<file path="config.mk">
export PLATFORM = sky130hd
export DESIGN_NAME = block_accumulator_flat
export DESIGN_NICKNAME = d
export VERILOG_FILES = /design/src/rtl/block_acc_pkg.sv /design/src/rtl/block_acc_if.sv /design/src/rtl/block_acc_out_slot.sv /design/src/rtl/block_accumulator.sv /design/src/flat_wrapper.sv
export SDC_FILE = /design/constraint.sdc
export NUM_CORES = 1
export LEC_CHECK = 0
export CORE_MARGIN = 3
export CORE_UTILIZATION = 55
export DETAILED_ROUTE_END_ITERATION = 12
export GPL_TIMING_DRIVEN = 0
export PLACE_DENSITY = 0.81
export SLEW_MARGIN = 20
export SYNTH_ARGS = -nofsm -noshare
export SYNTH_HDL_FRONTEND = slang
export SYNTH_SLANG_ARGS = --single-unit
</file>
<file path="constraint.sdc">
create_clock -name clk -period 5.1 [get_ports clk]
set_input_delay 0.765 -clock clk [delete_from_list [all_inputs] [get_ports clk]]
set_output_delay 0.765 -clock clk [all_outputs]
set_load 0.01 [all_outputs]
</file>
<file path="src/rtl/block_acc_pkg.sv">
// block_accumulator shared types and width helper.
// Optional clear port is enabled by defining BLOCK_ACC_CLEAR_EN.
package block_acc_pkg;

    // Output slot occupancy; SLOT_FULL is exactly sum_valid.
    typedef enum logic {
        SLOT_EMPTY = 1'b0,
        SLOT_FULL  = 1'b1
    } slot_state_e;

    // A block of 2^div_log2 samples needs div_log2 extra bits.
    function automatic int acc_width(input int out_w, input int div_log2);
        return out_w + div_log2;
    endfunction

endpackage

</file>
<file path="src/rtl/block_acc_if.sv">
// Sample input and block-total output handshakes.
// Used by block_accumulator (BLOCK_ACC_CLEAR_EN adds a separate clear port).
interface block_acc_if #(
    parameter int OUT_WIDTH = 32,
    parameter int IN_WIDTH  = 35
);
    logic [OUT_WIDTH-1:0] din;
    logic                 din_valid;
    logic                 din_ready;
    logic [IN_WIDTH-1:0]  sum;
    logic                 sum_valid;
    logic                 sum_ready;

    modport slave (
        input  din, din_valid, sum_ready,
        output din_ready, sum, sum_valid
    );

    modport master (
        output din, din_valid, sum_ready,
        input  din_ready, sum, sum_valid
    );
endinterface

</file>
<file path="src/rtl/block_acc_out_slot.sv">
// Single-entry valid/ready register for completed block totals.
// Part of block_accumulator (clear option BLOCK_ACC_CLEAR_EN never touches it).
module block_acc_out_slot
    import block_acc_pkg::*;
#(
    parameter int W = 35
) (
    input  logic         clk,
    input  logic         resetn,
    input  logic         load_i,
    input  logic [W-1:0] data_i,
    input  logic         ready_i,
    output logic         full_o,
    output logic [W-1:0] data_o
);

    slot_state_e  state_q, state_d;
    logic [W-1:0] data_q, data_d;

    // A load wins over a drain: the caller only loads when the slot is
    // empty or draining this cycle, so the new total simply replaces it.
    always_comb begin
        state_d = state_q;
        data_d  = data_q;
        if (load_i) begin
            state_d = SLOT_FULL;
            data_d  = data_i;
        end else if (state_q == SLOT_FULL && ready_i) begin
            state_d = SLOT_EMPTY;
        end
    end

    // Slot register; data holds steady while full and not drained.
    always_ff @(posedge clk or negedge resetn) begin
        if (!resetn) begin
            state_q <= SLOT_EMPTY;
            data_q  <= '0;
        end else begin
            state_q <= state_d;
            data_q  <= data_d;
        end
    end

    assign full_o = (state_q == SLOT_FULL);
    assign data_o = data_q;

endmodule

</file>
<file path="src/rtl/block_accumulator.sv">
// Sums non-overlapping blocks of 2^DIV_LOG2 samples for the divider.
// Define BLOCK_ACC_CLEAR_EN to add the clear port (drops a partial block).
module block_accumulator
    import block_acc_pkg::*;
#(
    parameter int DIV_LOG2  = 3,
    parameter int OUT_WIDTH = 32,
    parameter int IN_WIDTH  = acc_width(OUT_WIDTH, DIV_LOG2)
) (
    input  logic clk,
    input  logic resetn,
`ifdef BLOCK_ACC_CLEAR_EN
    input  logic clear,
`endif
    block_acc_if.slave bus
);

    localparam logic [DIV_LOG2-1:0] CNT_LAST = '1;

    logic [IN_WIDTH-1:0] acc_q, acc_d;
    logic [IN_WIDTH-1:0] total;
    logic [DIV_LOG2-1:0] cnt_q, cnt_d;
    logic                last;
    logic                full;
    logic                din_ready_w;
    logic                accept;
    logic                load;
    logic                clr;

`ifdef BLOCK_ACC_CLEAR_EN
    assign clr = clear;
`else
    assign clr = 1'b0;
`endif

    assign last        = (cnt_q == CNT_LAST);
    assign din_ready_w = !(last && full && !bus.sum_ready);
    assign accept      = bus.din_valid && din_ready_w;
    assign total       = acc_q + IN_WIDTH'(bus.din);

    assign bus.din_ready = din_ready_w;
    assign bus.sum_valid = full;

    // Next accumulator/count; clear overrides even a completing sample.
    always_comb begin
        acc_d = acc_q;
        cnt_d = cnt_q;
        load  = 1'b0;
        if (clr) begin
            acc_d = '0;
            cnt_d = '0;
        end else if (accept) begin
            if (last) begin
                acc_d = '0;
                cnt_d = '0;
                load  = 1'b1;
            end else begin
                acc_d = total;
                cnt_d = cnt_q + DIV_LOG2'(1);
            end
        end
    end

    // Running partial sum and position within the block.
    always_ff @(posedge clk or negedge resetn) begin
        if (!resetn) begin
            acc_q <= '0;
            cnt_q <= '0;
        end else begin
            acc_q <= acc_d;
            cnt_q <= cnt_d;
        end
    end

    block_acc_out_slot #(
        .W (IN_WIDTH)
    ) u_slot (
        .clk     (clk),
        .resetn  (resetn),
        .load_i  (load),
        .data_i  (total),
        .ready_i (bus.sum_ready),
        .full_o  (full),
        .data_o  (bus.sum)
    );

endmodule

</file>
<file path="src/flat_wrapper.sv">
// flat-port wrapper written by rule: the top's interface ports become plain ports
module block_accumulator_flat import block_acc_pkg::*;
#(
    parameter int DIV_LOG2  = 3,
    parameter int OUT_WIDTH = 32,
    parameter int IN_WIDTH  = acc_width(OUT_WIDTH, DIV_LOG2)
)
  (clk, resetn, bus_din, bus_din_valid, bus_sum_ready, bus_din_ready, bus_sum, bus_sum_valid);
  block_acc_if #(.OUT_WIDTH(OUT_WIDTH), .IN_WIDTH(IN_WIDTH)) bus_i ();
  input  logic clk;
  input  logic resetn;
  input wire logic [$bits(bus_i.din)-1:0] bus_din;
  input wire logic [$bits(bus_i.din_valid)-1:0] bus_din_valid;
  input wire logic [$bits(bus_i.sum_ready)-1:0] bus_sum_ready;
  output wire logic [$bits(bus_i.din_ready)-1:0] bus_din_ready;
  output wire logic [$bits(bus_i.sum)-1:0] bus_sum;
  output wire logic [$bits(bus_i.sum_valid)-1:0] bus_sum_valid;
  assign bus_i.din = bus_din;
  assign bus_i.din_valid = bus_din_valid;
  assign bus_i.sum_ready = bus_sum_ready;
  assign bus_din_ready = bus_i.din_ready;
  assign bus_sum = bus_i.sum;
  assign bus_sum_valid = bus_i.sum_valid;
  block_accumulator #(.DIV_LOG2(DIV_LOG2), .OUT_WIDTH(OUT_WIDTH), .IN_WIDTH(IN_WIDTH)) u_core (.clk(clk), .resetn(resetn), .bus(bus_i));
endmodule
</file>
==> impl_summary.log, run 1 <==
[metrics] leading cell types by total area after synthesis: sky130_fd_sc_hd__dfrtp_1, sky130_fd_sc_hd__ha_1, sky130_fd_sc_hd__nand2_1
[metrics] Initial DRC Count: approximately 180
[metrics] critical-path cell with the highest stage delay: sky130_fd_sc_hd__or4_1
[metrics] clk sinks: 74
[metrics] Setup Skew: 0.00836 ns
[metrics] count of pins on the block boundary: 73
[metrics] half-perimeter wire length of the detailed placement result: 9.65 mm
[metrics] pin count of the biggest net entering global routing: 46
[metrics] leading cell types by count after synthesis: sky130_fd_sc_hd__nand2_1, sky130_fd_sc_hd__dfrtp_1, sky130_fd_sc_hd__a21oi_1, sky130_fd_sc_hd__ha_1, sky130_fd_sc_hd__nor2_1
[metrics] RSZ-0062 raised after global routing: false
[metrics] Switching Power: around 1.7 mW
[metrics] fraction of registers with async set or reset after synthesis: 1.00
[metrics] Seq/Total Area, Yosys: 0.392
[metrics] Largest delay share family, worst path: compound AO/OA/AOI/OAI gates
[metrics] overall power consumption: 3.94 mW
[metrics] maximum vdd ir drop: between 0.3 and 0.4 mV
[metrics] summed area of non-filler cells in the final layout: 0.00585 sq mm
[metrics] critical path data required time: 5.36 ns
[metrics] remaining routing DRC violations: 0
[metrics] root buffer selected by CTS: sky130_fd_sc_hd__clkbuf_8
[metrics] post-route ant nets: 0
[metrics] CP arrival: 3.76 ns
[metrics] area of the mapped netlist: 0.00473 sq mm
[metrics] worst hold-check path type: input pin to asynchronous set/reset pin
[metrics] Tightest Pin Transition: 0.875 ns
[metrics] relative contribution of sequential cells to total power: 0.263
[metrics] Core Footprint: 0.00830 sq mm
[metrics] cell internal pwr: approximately 2.2 mW
[metrics] most used standard cell by instance count after synthesis: sky130_fd_sc_hd__nand2_1
[metrics] vias in the first global route: 4272
[metrics] Initial Util: 0.570
[metrics] run status: finished, final reports clean
[metrics] Cells after Synth: 515
[metrics] number of flops mapped to enable cells by yosys: 0
[metrics] post-cts sizing count: 0
[metrics] count of hold buffers inserted by post-cts repair: 0
[metrics] Final Wtd Congestion: 0.906
[metrics] top flip-flop cell by instance count after synthesis: sky130_fd_sc_hd__dfrtp_1
[metrics] total placed instance area: 0.00561 sq mm
[metrics] maximum single-stage delay on the critical path: slightly above 0.5 ns
[metrics] critical-path cell list: clkdlybuf4s50_1 -> ha_1 -> inv_1 -> fa_1 -> nor2b_1 -> o31a_1 -> o211ai_1 -> a31oi_1 -> o31a_1 -> o221ai_2 -> or4_1 -> o311ai_1
[metrics] full die area: roughly 0.01 sq mm
[metrics] switching portion of total power: 0.430
[metrics] worst hold margin: between 0.3 and 0.4 ns
[metrics] grt total ovfl: 0
[metrics] Port Buffer Count: 72
[metrics] number of buffers inserted to repair setup after CTS: 0
[metrics] top achievable clock speed: around 0.29 GHz
[metrics] final wirelength: 12.7 mm
[metrics] post-route minimum period: around 3.5 ns
[metrics] CP endpoint kind: flip-flop
[metrics] combinational power share: 0.589
[metrics] kind of start point of the critical path: input pin
[metrics] TritonCTS clock tree: built
[metrics] horizontal die dimension: 98.7 microns
[metrics] average size of a mapped cell: 9.18 sq um
[metrics] leakage power: about 2.7 nW
[metrics] clock network fraction of total power: 0.148
[metrics] die span in y: 98.7 microns
[metrics] Final Max Slew Viols: 0
[metrics] period utilisation layout: 0.687
[metrics] PnR worst setup slack: 1.60 ns
[metrics] number of levels in the clock H-tree: 3
[metrics] clock buffer count from CTS: 9
[metrics] WL per Instance: 17.9 microns
[metrics] CTS Buffer Depth: 2
[metrics] cell repeated most along the worst path: sky130_fd_sc_hd__o31a_1
[metrics] Setup CP Type: input pin to flip-flop
[metrics] fillcell total: 656
[metrics] number of failing hold endpoints at the final stage: 0
[metrics] count of TritonRoute iterations in the first routing pass: 5
[metrics] dpl cells: 693
[metrics] insertion delay to the later sink of the worst-skew pair: 0.36 ns
[metrics] tightest slew margin relative to the limit: 0.415
[metrics] Std-Cell Rows: 33
[metrics] Finished Core Util: 0.705
[metrics] Final setup violation count: 0
[metrics] GRT Util Overall: 0.269
[metrics] number of storage elements in the synthesis netlist: 74
[metrics] count of distinct cell types in the synthesized netlist: 56
[metrics] clock-pin transition on the worst setup and hold timing paths: 0.09 ns
[metrics] routed vias/inst: 5.88
[metrics] P&R area growth vs syn: 23.8%
[metrics] final-layout setup total negative slack: 0 ns
[metrics] total number of nets in the final design: 670
[metrics] buffers and inverters on the worst path: 2
[metrics] fraction of layout cells with a size suffix above 1: 0.0861
[metrics] count of placed standard cells in the final layout, fillers left out: 709
[metrics] CP Max Fanout: 7
[metrics] wire length of the first global-routing pass: 20.9 mm
[metrics] dpl ws: about 1.2 ns
[metrics] leading area contributor after synthesis: sky130_fd_sc_hd__dfrtp_1
[metrics] Synth Warn #: 0
[metrics] Synth Net Count: 586
[metrics] antenna violations before repair: 0
[metrics] Power Density: roughly 670 mW/mm^2
[metrics] portion of synthesized cell area occupied by the leading cell type: 0.392
[metrics] number of max-cap violations: 0
[metrics] number of vias in the routed layout: approximately 4200
[metrics] number of inserted diodes: 0
[logic make-up after synthesis]
kind of cell | synth area share
buffers and inverters | 0.0357
adders and majority gates | 0.0942
muxes | 0.0360
DFF | 0.392
and+or+nand+nor | 0.162
AOI/OAI and AO/OA | 0.227
xor gates and xnor gates | 0.0537
[state kept, by name, summed over array words and instances, names as in the netlist]
name	count
u_core.acc_q	35
u_core.cnt_q	3
u_core.u_slot.data_o	35
u_core.u_slot.full_o	1
[final timing paths]
check                      slack, ns       startpoint  cells after the start                        to
max                             1.60       bus_din[0]                     12          u_core.acc_q[34]
min                             0.33           resetn                      1           u_core.acc_q[9]
max reg2reg                     1.66  u_core.cnt_q[0]                     11  u_core.u_slot.data_o[21]
min reg2reg                     0.48  u_core.acc_q[0]                      2           u_core.acc_q[0]
max in group asynchronous       4.21           resetn                      2          u_core.acc_q[11]
min in group clk                0.48  u_core.acc_q[0]                      2           u_core.acc_q[0]
[power groups by stage]
stage	Clock [mW]	Sequential [mW]	Combinational (mW)
floorplan	0	1.07	1.55
global placement	0	1.03	2.25
detailed placement	0	1.04	2.30
CTS	0.590	1.03	2.32
global route	0.612	1.07	2.56
finish	0.585	1.04	2.32
[metal layers]
metal | vias to the layer above | GRT usage | part of all wire
met5 | - | 0 | 0
li1 | 2021 | - | -
met1 | 1989 | 0.368 | 0.46
met2 | 142 | 0.439 | 0.47
met3 | 15 | 0.0311 | 0.054
met4 | 0 | 0.103 | 0.018
[final cells by class]
type / instances / area, sq um / area share
Sequential cell: 74 / 1850 / 0.316
Multi-Input combinational cell: 399 / 2710 / 0.463
Tap cell: 105 / 131 / 0.0224
Inverter: 16 / 60.1 / 0.0103
Timing Repair Buffer: 73 / 746 / 0.127
Buffer: 26 / 109 / 0.0186
Clock buffer: 9 / 124 / 0.0212
Clock inverter: 7 / 124 / 0.0212
[worst reg2reg max path, stage by stage, from the launching register on]
cell and delay, ns:
sky130_fd_sc_hd__dfrtp_1 0.41, sky130_fd_sc_hd__ha_1 0.21, sky130_fd_sc_hd__ha_1 0.17, sky130_fd_sc_hd__clkbuf_1 0.19, sky130_fd_sc_hd__inv_1 0.16, sky130_fd_sc_hd__or3_1 0.20, sky130_fd_sc_hd__nand2_1 0.18, sky130_fd_sc_hd__nor2_1 0.50
sky130_fd_sc_hd__clkbuf_1 0.59, sky130_fd_sc_hd__clkbuf_1 0.57, sky130_fd_sc_hd__nand2_1 0.13, sky130_fd_sc_hd__nand2_1 0.09
[placed cells by master (no fill, tap or decap), types with 4 or more instances in the layout]
master	instances
sky130_fd_sc_hd__clkbuf_1	16
sky130_fd_sc_hd__or3_1	6
sky130_fd_sc_hd__a22o_1	26
sky130_fd_sc_hd__inv_1	16
sky130_fd_sc_hd__xor2_1	11
sky130_fd_sc_hd__a21o_1	15
sky130_fd_sc_hd__o21bai_1	6
sky130_fd_sc_hd__clkdlybuf4s50_1	71
sky130_fd_sc_hd__nand2_1	89
sky130_fd_sc_hd__nor2_1	31
sky130_fd_sc_hd__a21oi_1	34
sky130_fd_sc_hd__a31oi_1	5
sky130_fd_sc_hd__o21ai_0	21
sky130_fd_sc_hd__nand3_1	14
sky130_fd_sc_hd__o21a_1	5
sky130_fd_sc_hd__ha_1	34
sky130_fd_sc_hd__dfrtp_1	74
sky130_fd_sc_hd__buf_2	8
sky130_fd_sc_hd__clkbuf_8	9
sky130_fd_sc_hd__nand4_1	12
sky130_fd_sc_hd__nor2b_1	4
sky130_fd_sc_hd__xnor2_1	18
sky130_fd_sc_hd__o31ai_1	5
sky130_fd_sc_hd__mux2_2	12
(Power assumes the default switching activity.)
==> inputs of run 2 (changes only) <==
--- a/config.mk
+++ b/config.mk
@@ -6,10 +6,10 @@
 export NUM_CORES = 1
 export LEC_CHECK = 0
 export CORE_MARGIN = 3
-export CORE_UTILIZATION = 55
+export CORE_UTILIZATION = 49
 export DETAILED_ROUTE_END_ITERATION = 12
 export GPL_TIMING_DRIVEN = 0
-export PLACE_DENSITY = 0.81
+export PLACE_DENSITY = 0.77
 export SLEW_MARGIN = 20
 export SYNTH_ARGS = -nofsm -noshare
 export SYNTH_HDL_FRONTEND = slang
==> constraint.sdc (replaced) <==
create_clock -name clk -period 3.1 [get_ports clk]
set_input_delay 0.465 -clock clk [delete_from_list [all_inputs] [get_ports clk]]
set_output_delay 0.465 -clock clk [all_outputs]
set_load 0.01 [all_outputs]
==> run 2 against run 1 <==
Register-to-register slack worse by 1.4 ns. Clock power is 73% higher. Hold slack got worse by 0.29 ns. Critical path type unchanged. Critical endpoint unchanged.
==> impl_summary.log, run 2 (same netlist as run 1, synthesis figures left out) <==
[metrics] run status: finished, final reports clean (unchanged)
[metrics] multi-input gate area in the final layout: 0.00276 sq mm (was 0.00271 sq mm)
[metrics] post-route minimum period: 3.01 ns
[metrics] count of placed standard cells in the final layout, fillers left out: 735 (was 709)
[metrics] worst hold-check path type: input pin to asynchronous set/reset pin (unchanged)
[metrics] combinational power share: 0.589 (about the same)
[metrics] number of vias in the routed layout: 4263 (was 4167)
[metrics] vias in the first global route: 4424 (was 4272)
[metrics] RSZ-0062 raised after global routing: true (was false)
[metrics] remaining routing DRC violations: 0 (unchanged)
[metrics] TritonCTS clock tree: built (unchanged)
[metrics] Initial Util: 0.507 (was 0.570)
[metrics] count of pins on the block boundary: 73 (unchanged)
[metrics] antenna violations before repair: 0 (unchanged)
[metrics] fillcell total: 790 (was 656)
[metrics] critical-path cell with the highest stage delay: sky130_fd_sc_hd__or4_1 (unchanged)
[metrics] fraction of layout cells with a size suffix above 1: 0.114 (was 0.0861)
[metrics] Final Max Slew Viols: 0 (unchanged)
[metrics] dpl cells: 717 (was 693)
[metrics] Final Wtd Congestion: 0.943 (was 0.906)
[metrics] wire length of the first global-routing pass: 21.1 mm (was 20.9 mm)
[metrics] GRT Util Overall: 0.236 (was 0.269)
[metrics] insertion delay to the later sink of the worst-skew pair: 0.36 ns (about the same)
[metrics] Setup CP Type: input pin to flip-flop (unchanged)
[metrics] clock network fraction of total power: 0.153 (was 0.148)
[metrics] Reg2Reg Depth: 11 (unchanged)
[metrics] top achievable clock speed: 0.332 GHz
[metrics] pin count of the biggest net entering global routing: 41 (was 46)
[metrics] Core Footprint: 0.00933 sq mm (was 0.00830 sq mm)
[metrics] number of levels in the clock H-tree: 3 (unchanged)
[metrics] CTS Buffer Depth: 2 (unchanged)
[metrics] clk sinks: 74 (unchanged)
[metrics] full die area: 0.0109 sq mm (was 0.00975 sq mm)
[metrics] FF/Latch Area: 0.00185 sq mm (unchanged)
[metrics] kind of start point of the critical path: input pin (unchanged)
[metrics] most frequent standard cell in the layout excluding fill and tap cells: sky130_fd_sc_hd__nand2_1 (unchanged)
[metrics] die span in y: 104 microns (was 98.7 microns)
[metrics] cell internal pwr: 3.82 mW (was 2.25 mW)
[metrics] CP endpoint kind: flip-flop (unchanged)
[metrics] overall power consumption: 6.60 mW (was 3.94 mW)
[metrics] horizontal die dimension: 104 microns (was 98.7 microns)
[metrics] switching portion of total power: 0.422 (was 0.430)
[metrics] CP arrival: 3.27 ns (was 3.76 ns)
[metrics] Tightest Pin Transition: 0.592 ns (was 0.875 ns)
[metrics] cell repeated most along the worst path: sky130_fd_sc_hd__o31a_1 (unchanged)
[metrics] clock-pin transition on the worst setup and hold timing paths: 0.09 ns (about the same)
[metrics] Std-Cell Rows: 35 (was 33)
[metrics] maximum single-stage delay on the critical path: 0.49 ns (was 0.51 ns)
[metrics] WL per Instance: 16.8 microns (was 17.9 microns)
[metrics] total number of nets in the final design: 672 (was 670)
[metrics] Final setup violation count: 0 (unchanged)
[metrics] number of inserted diodes: 0 (unchanged)
[metrics] number of failing hold endpoints at the final stage: 0 (unchanged)
[metrics] root buffer selected by CTS: sky130_fd_sc_hd__clkbuf_8 (unchanged)
[metrics] commonest cells after routing, fill and taps aside: sky130_fd_sc_hd__nand2_1, sky130_fd_sc_hd__dfrtp_1, sky130_fd_sc_hd__clkdlybuf4s50_1 (unchanged)
[metrics] clock buffer count from CTS: 9 (unchanged)
[metrics] half-perimeter wire length of the detailed placement result: 9.22 mm (was 9.65 mm)
[metrics] tightest slew margin relative to the limit: 0.606 (was 0.415)
[metrics] Initial DRC Count: 163 (was 183)
[metrics] period utilisation layout: 0.971
[metrics] Switching Power: 2.78 mW (was 1.70 mW)
[metrics] critical path data required time: 3.36 ns (was 5.36 ns)
[metrics] post-route ant nets: 0 (unchanged)
[metrics] relative contribution of sequential cells to total power: 0.258 (was 0.263)
[metrics] routed vias/inst: 5.80 (was 5.88)
[metrics] CP Max Fanout: 7 (unchanged)
[metrics] final wirelength: 12.3 mm (was 12.7 mm)
[metrics] number of max-cap violations: 0 (unchanged)
[metrics] leakage power: 2.71 nW (was 2.68 nW)
[metrics] Setup Skew: 0.0117 ns (was 0.00836 ns)
[metrics] count of TritonRoute iterations in the first routing pass: 4 (was 5)
[metrics] grt total ovfl: 0 (unchanged)
[metrics] critical-path cell list: clkdlybuf4s50_1 -> ha_1 -> inv_1 -> fa_2 -> nor2b_2 -> o31a_1 -> o211ai_1 -> a31oi_2 -> o31a_1 -> o221ai_4 -> or4_1 -> o311ai_1 (was clkdlybuf4s50_1 -> ha_1 -> inv_1 -> fa_1 -> nor2b_1 -> o31a_1 -> o211ai_1 -> a31oi_1 -> o31a_1 -> o221ai_2 -> or4_1 -> o311ai_1)
[metrics] Power Density: 1110 mW/mm^2 (was 674 mW/mm^2)
[metrics] maximum vdd ir drop: 0.471 mV (was 0.338 mV)
[metrics] P&R area growth vs syn: 26.2% (was 23.8%)
[metrics] Port Buffer Count: 72 (unchanged)
## run 2: power by group through the flow
stage          Sequential (mW)  Clock (mW)  Combinational, mW
4_1_cts                   1.70        1.02               3.81
3_3_place_gp              1.69           0               3.64
6_report                  1.70        1.01               3.89
2_1_floorplan             1.75           0               2.55
3_5_place_dp              1.72           0               3.73
5_1_grt                   1.76        1.05               4.31
## run 2: worst max-delay path, delay by kind of cell
kind	cells	cell delay, ns
AO/OA/AOI/OAI	6	1.07
AND/OR/NAND/NOR	2	0.65
buffers and inverters	2	0.54
adder cells (fa/ha/maj)	2	0.54
## run 2: cell type report
type                       count  area share
multi-input combinational    399       0.463
sequential                    74       0.310
buffer                        26      0.0191
clock buffer                   9      0.0208
clock inverter                 7      0.0237
inverter                      16      0.0101
tap                          129      0.0270
timing repair buffer          75       0.126
## run 2: final timing paths
check	start	slack (ns)	endpoint
max in group asynchronous	resetn	2.49	u_core.u_slot.data_o[3]
min in group clk	u_core.u_slot.data_o[14]	0.48	u_core.u_slot.data_o[14]
worst min register to register	u_core.u_slot.data_o[14]	0.48	u_core.u_slot.data_o[14]
worst max register to register	u_core.cnt_q[0]	0.23	u_core.u_slot.data_o[6]
worst max-delay path	bus_din[0]	0.09	u_core.acc_q[34]
worst min-delay path	resetn	0.04	u_core.u_slot.data_o[9]
## run 2: what timing repair did
item,CTS,global route
cloned,0,0
setup buffers,1,1
resized for setup,4,15
pin swaps,4,4
hold buffers,0,0
setup endpoints to repair,19,43
## run 2: stage by stage
step	instance area [sq um]	TNS, ns	hold WS, ns	worst slack (ns)	utilization
detailed placement	5630	-6.79	0.445	-0.414	0.603
CTS	5920	0	0.0521	0.0160	0.635
global placement	5610	-76.72	0.456	-0.968	0.601
finish	5970	0	0.0420	0.0885	0.640
global route	5970	-0.0123	0.0707	-0.0123	0.640
floorplan	4730	0	0.169	0.456	-
## run 2: metal layers
metal,track usage,routed length (microns)
met1,0.312,5530
met4,0.0902,269
met2,0.386,5880
met3,0.0416,668
met5,0,0
